===== config.mk =====
export PLATFORM = sky130hd
export DESIGN_NAME = prog_lut
export DESIGN_NICKNAME = d
export VERILOG_FILES = /design/src/rtl/prog_lut_pkg.sv /design/src/rtl/lut_table.sv /design/src/rtl/prog_lut.sv
export SDC_FILE = /design/constraint.sdc
export NUM_CORES = 1
export LEC_CHECK = 0
export ABC_CLOCK_PERIOD_IN_PS = 1900
export CAP_MARGIN = 20
export CORE_MARGIN = 10
export CORE_UTILIZATION = 41
export CTS_CLUSTER_SIZE = 8
export DETAILED_ROUTE_END_ITERATION = 12
export PLACE_DENSITY_LB_ADDON = 0.08
export SETUP_SLACK_MARGIN = 0.5
export SYNTH_ARGS = -nofsm -noshare
export SYNTH_HDL_FRONTEND = slang
export SYNTH_SLANG_ARGS = --single-unit

===== constraint.sdc =====
create_clock -name clk -period 1.9 [get_ports clk]
set_clock_uncertainty 0.1 [all_clocks]
set_input_delay 0.285 -clock clk [delete_from_list [all_inputs] [get_ports clk]]
set_output_delay 0.285 -clock clk [all_outputs]
set_load 0.01 [all_outputs]

===== src/rtl/prog_lut_pkg.sv =====
// prog_lut_pkg: shared state encoding and sizing helpers for the programmable LUT.
package prog_lut_pkg;

    typedef enum logic [1:0] {EMPTY, LOAD, ARMED} state_t;

    function automatic int depth(input int n);
        return 1 << n;
    endfunction

    // Each table entry stores {val, dc}, so it is twice the function count wide.
    function automatic int entry_w(input int m);
        return 2 * m;
    endfunction

endpackage


===== src/rtl/lut_table.sv =====
// lut_table: flop-array truth table with async clear, one sync write port and a combinational read port.
module lut_table
    import prog_lut_pkg::*;
#(
    parameter int AW = 4,
    parameter int DW = 2
) (
    input  logic          clk,
    input  logic          rst_n,
    input  logic          we,
    input  logic [AW-1:0] waddr,
    input  logic [DW-1:0] wdata,
    input  logic [AW-1:0] raddr,
    output logic [DW-1:0] rdata
);

    logic [DW-1:0] mem [depth(AW)];

    always_ff @(posedge clk or negedge rst_n) begin
        if (!rst_n) begin
            for (int i = 0; i < depth(AW); i++) mem[i] <= '0;
        end else if (we) begin
            mem[waddr] <= wdata;
        end
    end

    assign rdata = mem[raddr];

endmodule


===== src/rtl/prog_lut.sv =====
// prog_lut: run-time loadable N-input, M-output truth table with don't-care plane and registered evaluate.
// Define LUT_DC_HOLD_EN to hold the previous f bit for don't-care entries instead of driving DC_FILL.
module prog_lut
    import prog_lut_pkg::*;
#(
    parameter int   N       = 4,
    parameter int   M       = 1,
    parameter logic DC_FILL = 1'b0
) (
    input  logic         clk,
    input  logic         rst_n,
    input  logic         cfg_start,
    input  logic         cfg_valid,
    output logic         cfg_ready,
    input  logic [M-1:0] cfg_val,
    input  logic [M-1:0] cfg_dc,
    output logic         cfg_done,
    input  logic         in_valid,
    input  logic [N-1:0] a,
    output logic         out_valid,
    output logic [M-1:0] f,
    output logic [M-1:0] f_dc,
    output logic         busy,
    output logic         miss
);

    state_t                  state, state_nxt;
    logic [N-1:0]            ptr;
    logic [entry_w(M)-1:0]   rdata;
    logic [M-1:0]            rd_val, rd_dc, f_nxt;
    logic                    wr, last, armed;

    assign cfg_ready = (state == LOAD) && !cfg_start;
    assign wr        = cfg_valid && cfg_ready;
    assign last      = &ptr;
    assign armed     = state == ARMED;
    assign rd_val    = rdata[entry_w(M)-1:M];
    assign rd_dc     = rdata[M-1:0];
    assign state_nxt = cfg_start ? LOAD : (wr && last) ? ARMED : state;

`ifdef LUT_DC_HOLD_EN
    assign f_nxt = (rd_val & ~rd_dc) | (f & rd_dc);
`else
    assign f_nxt = (rd_val & ~rd_dc) | ({M{DC_FILL}} & rd_dc);
`endif

    lut_table #(.AW(N), .DW(entry_w(M))) u_table (
        .clk   (clk),
        .rst_n (rst_n),
        .we    (wr),
        .waddr (ptr),
        .wdata ({cfg_val, cfg_dc}),
        .raddr (a),
        .rdata (rdata)
    );

    always_ff @(posedge clk or negedge rst_n) begin
        if (!rst_n) begin
            state     <= EMPTY;
            ptr       <= '0;
            cfg_done  <= 1'b0;
            busy      <= 1'b0;
            out_valid <= 1'b0;
            miss      <= 1'b0;
            f         <= '0;
            f_dc      <= '0;
        end else begin
            state     <= state_nxt;
            ptr       <= cfg_start ? '0 : wr ? ptr + 1'b1 : ptr;
            cfg_done  <= wr && last;
            busy      <= state_nxt == LOAD;
            out_valid <= in_valid && armed;
            miss      <= in_valid && !armed;
            if (in_valid && armed) begin
                f    <= f_nxt;
                f_dc <= rd_dc;
            end
        end
    end

endmodule

Word level (Yosys, flattened, before mapping). Index checks and enable logic that the tools add are counted.

Register bits after elaboration: 44. Latch bits: 0. Bits in writable memories: 0. Memory bits (read-only): 0. Input bits: 11. Output and inout bits: 7. Word-level logic and storage cells: 55. Memories kept: 0.

$add $sub $neg: 1. Multipliers: 0. Div/mod/pow operators: 0. Order comparisons: 3. Equality and inequality tests: 3. Shift operators: 0. Multiplexer cells: 10. Bitwise operators: 4. Reductions and logical operators: 10.

Operators with widths (number): $bwmux W32 (1); $ge A5 B5 Y1 const B (2); $mux W2 (5); $not A4 Y5 (2); $bmux W2 S4 (1); $demux W2 S4 (1); $mux W4 (2); $logic_and A1 B1 Y1 (6); $lt A5 B1 Y1 const B (1); $add A4 B1 Y4 const B (1); $eq A2 B1 Y1 const B (2); $reduce_and A4 Y1 (1); $eq A2 B2 Y1 const B (1); $logic_not A1 Y1 (2); $reduce_bool A2 Y1 (1); $and A1 B1 Y1 (1); $not A1 Y1 (1).

Longest topological paths before layout.
Depth in word-level cells: 7. Depth in mapped cells: 5. Depth with buffers taken out: 4.

Cells and area by module. Synthesis repeated with hierarchy kept, for this count alone.

Cell total of the unflattened synthesis: 155. Area total of the unflattened synthesis: 2073.2 um2.

By module, submodules not included: lut_table (instances 1, cells an instance 111, area an instance 1561.5 um2, sequential area each 800.8 um2); prog_lut (instances 1, cells an instance 44, area an instance 511.7 um2, sequential area each 300.3 um2).

Least setup slack after synthesis. OpenSTA, ideal clock, no wires.

Kind: input to register. Start: input port a[0]. End: register f. Setup time: 0.135 ns. Data arrival time: 1.496 ns. Required time: 1.665 ns. Slack: 0.169 ns. Cell stages on the path: 5. Path buffers: 1. Path through: buf_6 > mux4_1 > mux4_2 > clkinv_1 > o22ai_2.

Cells in the longest elaborated chain, start to end: 6.

Ends and longest elaborated chain: from (decl) (line prog_lut.sv:19) `input logic [N-1:0] a,`; $not A4 Y5 (implied by the code) * (line lut_table.sv:27) `assign rdata = mem[raddr];`; $bmux W2 S4 * (line lut_table.sv:27); $mux W2 (implied by the code) * (2 in a row) (line lut_table.sv:27); $not A1 Y1 (line prog_lut.sv:44) `assign f_nxt = (rd_val & ~rd_dc) | ({M{DC_FILL}} & rd_dc);`; $and A1 B1 Y1 * (line prog_lut.sv:44); to (signal assigned) (line prog_lut.sv:75) `f <= f_nxt;`; to (decl) (line prog_lut.sv:21) `output logic [M-1:0] f,`.

Every way passes the cells marked *; elsewhere a longest branch is shown, timed or not. The select of a mux whose other input is x is not followed. A chain may end at the register's enable or synchronous reset.

Final worst setup path.
Start: register u_table.mem[1] (netlist bit). End: register f.

Cells in the longest elaborated chain, start to end: 4.

Ends and longest elaborated chain: from (decl) (line lut_table.sv:17) `logic [DW-1:0] mem [depth(AW)];`; from (signal, indexed assignment) (line lut_table.sv:23) `mem[waddr] <= wdata;`; $bmux W2 S4 (line lut_table.sv:27); $mux W2 (implied by the code) (2 in a row) (line lut_table.sv:27); $and A1 B1 Y1 (line prog_lut.sv:44).

No other way between the ends. The select of a mux whose other input is x is not followed.

==> impl_summary.md <==
Clock tree
The clock tree from TritonCTS is yes. The clock drives 44 sinks. The insertion delay to the later sink of the worst-skew pair is 0.29 ns. The worst-case clock buffer depth is 2.

The root buffer cell chosen for the clock tree is clkbuf_8. The number of buffers added by the clock tree synthesis step is 5. The H-tree was split into 2 levels.

After clock tree synthesis, the clock-pin slew on the worst setup and hold paths is 0.08 ns.

Worst setup path
The critical path in this run is classified as reg -> reg. The kind of end point of the critical path is a flop. At the worst endpoint, the required time is 1.98 ns. The endpoint identified for the worst register-to-register timing path is f$_DFFE_PN0P_.

The cell depth of the worst flop-to-flop path is 4. The kind of start point of the critical path is a flop. The worst flop-to-flop path startpoint is u_table.mem[1]$_DFFE_PN0P_.

At the worst endpoint, the arrival time is 1.76 ns. The critical-path maximum fanout is 2. For flop-to-flop paths, the worst setup slack is 0.22 ns.

Timing
In this run the tightest slew margin relative to its limit is 60.1%. Setup violations remaining at the end of the flow were counted as 0. The final period demand of the worst path is 1.68 ns. The part of the cycle the worst path needs is 88.6%. The transition at the pin with the smallest max-transition slack is 0.597 ns. The highest clock rate is 594 MHz. After routing, the total negative slack on setup checks comes to 0 ns. Setup repair after global routing could not meet its margin everywhere. The number of hold-slack violations in the final timing report was 0.

The number of max-slew violations in the final report is 0.

Pwr
Per report_power, the sequential group accounts for 56.5% of the total. The leakage power summed over all cells is 1.24 nW. Internal power comes to 1.39 mW. The net switching power figure is 0.447 mW. The largest vdd supply drop is 0.377 mV.

For this design the ratio of total power to cell area is 705 nW/µm². The clock group share of total power is 29.8%. The total power is 1.83 mW.

Combinational logic burns 13.7% of the power. The switching fraction of total power is 24.4%.

Synth
For this run, the register share of the synthesized area comes to 53.1%. After synthesis, the netlist uses 32 different library cells. The synthesized design contains 44 register bits.

The cell area that synthesis handed to floorplanning was 2070 µm². When the netlist entered floorplanning its net count stood at 164. The average footprint of a synthesized cell is 13.9 µm². The cell count after synthesis is 149. The Yosys warning count is 0.

Flow run
The number of violations of the max-capacitance limit is 0.

Placed design
The HPWL after detailed placement is 3.28 mm. The final estimated routing congestion in global placement is 0.807. During placement, the flow inserted port buffers numbering 17. The cell area after placement is 2400 µm².

Floorplan
The number of top-level design ports is 18. Once the floorplan was initialized, standard cells occupied 43.0% of the core. The die footprint is 8300 µm². The core area is 4820 µm². The die span in x is 91.1 µm.

The number of rows created at floorplan is 25. Measured along the y axis, the die boundary spans 91.1 µm.

Status
The flow ran to the end, and the final reports show no timing, DRC or antenna violations.

Global routing
The first global-routing pass estimated 7.43 mm of wire. The via count of the first global-routing pass is 1399. Summed over all layers, the global routing overflow is 0.

The pin count of the biggest net entering global routing is 25. The initial antenna violation count came to 0. For this run, the total global-route usage over all layers was measured as 11.3%.

Drt
The wire length on met1 is 2.02 mm. Summed over all nets, wire length on met3 after detailed routing comes to 197 µm. After the first detailed-routing iteration, the DRC count stood at 93. The detail route stage leaves a number of antenna-violating nets equal to 0.

The number of design rule violations left after detail routing is 0. In this run the top signal layer used is met4. The via density per instance is 5.15.

The post-detailed-routing wire length is 4.41 mm. Summed over all nets, wire length on met2 after detailed routing comes to 2.12 mm. The routed length per instance is 17.6 µm. Before antenna repair, the detailed router went through 3 iterations. The routed layout has 1288 vias.

Finish
The number of nets at the end of the flow is 198. 0 antenna diodes ended up in the layout. The area growth from synthesis to layout is 25.7%. Cells with a size suffix above 1 make up 51.4% of the layout. The final standard cell area without fillers is 2600 µm².

Min path
In this run the worst hold path is classified as in -> async.
==> sequential cells by signal, indices dropped and copies added, names as in the netlist <==
register	cells
busy	1
cfg_done	1
f	1
f_dc	1
miss	1
out_valid	1
ptr	4
state	2
u_table.mem	32
==> stage by stage <==
| step | setup WS, ns | hold WS (ns) | util (%) | std cells |
|---|---|---|---|---|
| finish | 0.217 | 0.384 | 54.1 | 250 |
| global route | 0.173 | 0.410 | 54.1 | 250 |
| CTS | 0.216 | 0.390 | 53.2 | 248 |
| detailed placement | -0.386 | 0.179 | 49.8 | 235 |
| global placement | -0.356 | 0.177 | 49.8 | 235 |
| floorplan | 0.221 | -0.111 | - | 149 |
==> cells in the final DEF (no fill, tap or decap), drive strengths merged <==
cell type / n
dlygate4sd3: 1
a31o: 1
xnor2: 1
and3: 1
a21o: 1
nor2: 5
nand2: 18
mux2i: 1
a21boi: 1
and4: 1
ha: 4
o21a: 1
a21oi: 2
clkinv: 2
dlygate4sd2: 9
o21ai: 1
mux2: 34
clkdlybuf4s50: 6
and4b: 2
mux4: 8
and4bb: 1
nand2b: 1
clkbuf: 6
nand4: 1
and3b: 1
dfrtp: 44
inv: 6
xor2: 2
o221ai: 1
buf: 17
nor3b: 1
o22ai: 2
==> cell type report <==
type,instances,area (µm²)
multi-input combinational,92,997
fill,429,2210
timing repair buffer,33,315
tap,67,83.8
inverter,7,27.5
clock buffer,6,72.6
sequential,44,1100
clock inverter,1,5.00
==> worst max-delay path, stage by stage, from the launching register on <==
cell and delay (ns):
dfrtp_1 0.40, mux4_2 0.48, mux4_2 0.49, clkinv_2 0.06, o22ai_2 0.05
==> repair_timing <==
| item | 4_1_cts | 5_1_grt |
|---|---|---|
| setup endpoints to repair | 45 | 42 |
| resized for setup | 30 | 9 |
| hold buffers | 1 | 0 |
| setup buffers | 5 | 2 |
| endpoints found under the hold margin | 20 | 0 |
| cloned | 0 | 0 |
| pin swaps | 4 | 6 |
==> synthesized netlist by cell type <==
cell type,number,area (µm²)
clkbuf_1,4,15.0
nor2_1,5,18.8
o21a_1,1,7.51
and3b_1,1,8.76
mux4_2,2,45.0
o22ai_1,1,6.26
a21o_1,1,7.51
a21boi_0,1,7.51
a21oi_1,2,10.0
inv_1,6,22.5
nor3b_2,1,12.5
nand2b_1,1,6.26
mux2_2,34,383
nand2_1,18,67.6
ha_1,4,50.1
o21ai_0,1,5.00
mux2i_1,1,10.0
xnor2_1,1,8.76
dfrtp_1,44,1100
and3_1,1,6.26
buf_2,1,5.00
mux4_1,6,158
buf_6,1,11.3
nand4_1,1,6.26
and4bb_2,1,12.5
and4_1,1,8.76
xor2_1,2,17.5
and4b_1,2,20.0
clkinv_1,1,3.75
o221ai_1,1,8.76
a31o_2,1,8.76
o22ai_2,1,12.5
==> how the worst max path moves through the flow <==
| stage | endpoint | startpoint | cells after the start | slack (ns) |
|---|---|---|---|---|
| finish | f$_DFFE_PN0P_ | u_table.mem[1]$_DFFE_PN0P_ | 4 | 0.22 |
| CTS | f$_DFFE_PN0P_ | u_table.mem[1]$_DFFE_PN0P_ | 4 | 0.22 |
| detailed placement | f$_DFFE_PN0P_ | a[0] | 6 | -0.39 |
| global placement | f$_DFFE_PN0P_ | a[0] | 6 | -0.36 |
| floorplan | f$_DFFE_PN0P_ | a[0] | 5 | 0.22 |
| global route | f$_DFFE_PN0P_ | u_table.mem[1]$_DFFE_PN0P_ | 4 | 0.17 |
==> per-layer routing <==
layer  vias to the layer above  track usage [%]
li1                        600                -
met1                       656             14.2
met2                        23             17.8
met3                         9             3.62
met4                         0             4.18
met5                         -                0
==> cells by family (layout without fill, tap and decap cells) <==
group,after synthesis,after routing,share of synthesized area (%)
fa+ha+maj,4,4,2.42
compound gates,10,10,3.56
simple gates,32,32,8.09
buf+inv,13,47,2.78
mux,43,43,28.7
flops,44,44,53.1
xor+xnor,3,3,1.27
==> power by group through the flow <==
stage / combinational (mW) / clock (mW) / sequential [mW]
after floorplan: 0.152 / 0 / 1.04
after global placement: 0.239 / 0 / 1.06
after detailed placement: 0.244 / 0 / 1.06
after CTS: 0.252 / 0.570 / 1.04
after global routing: 0.277 / 0.611 / 1.05
final: 0.251 / 0.547 / 1.04
No activity file was read; power rests on OpenSTA's default activity.
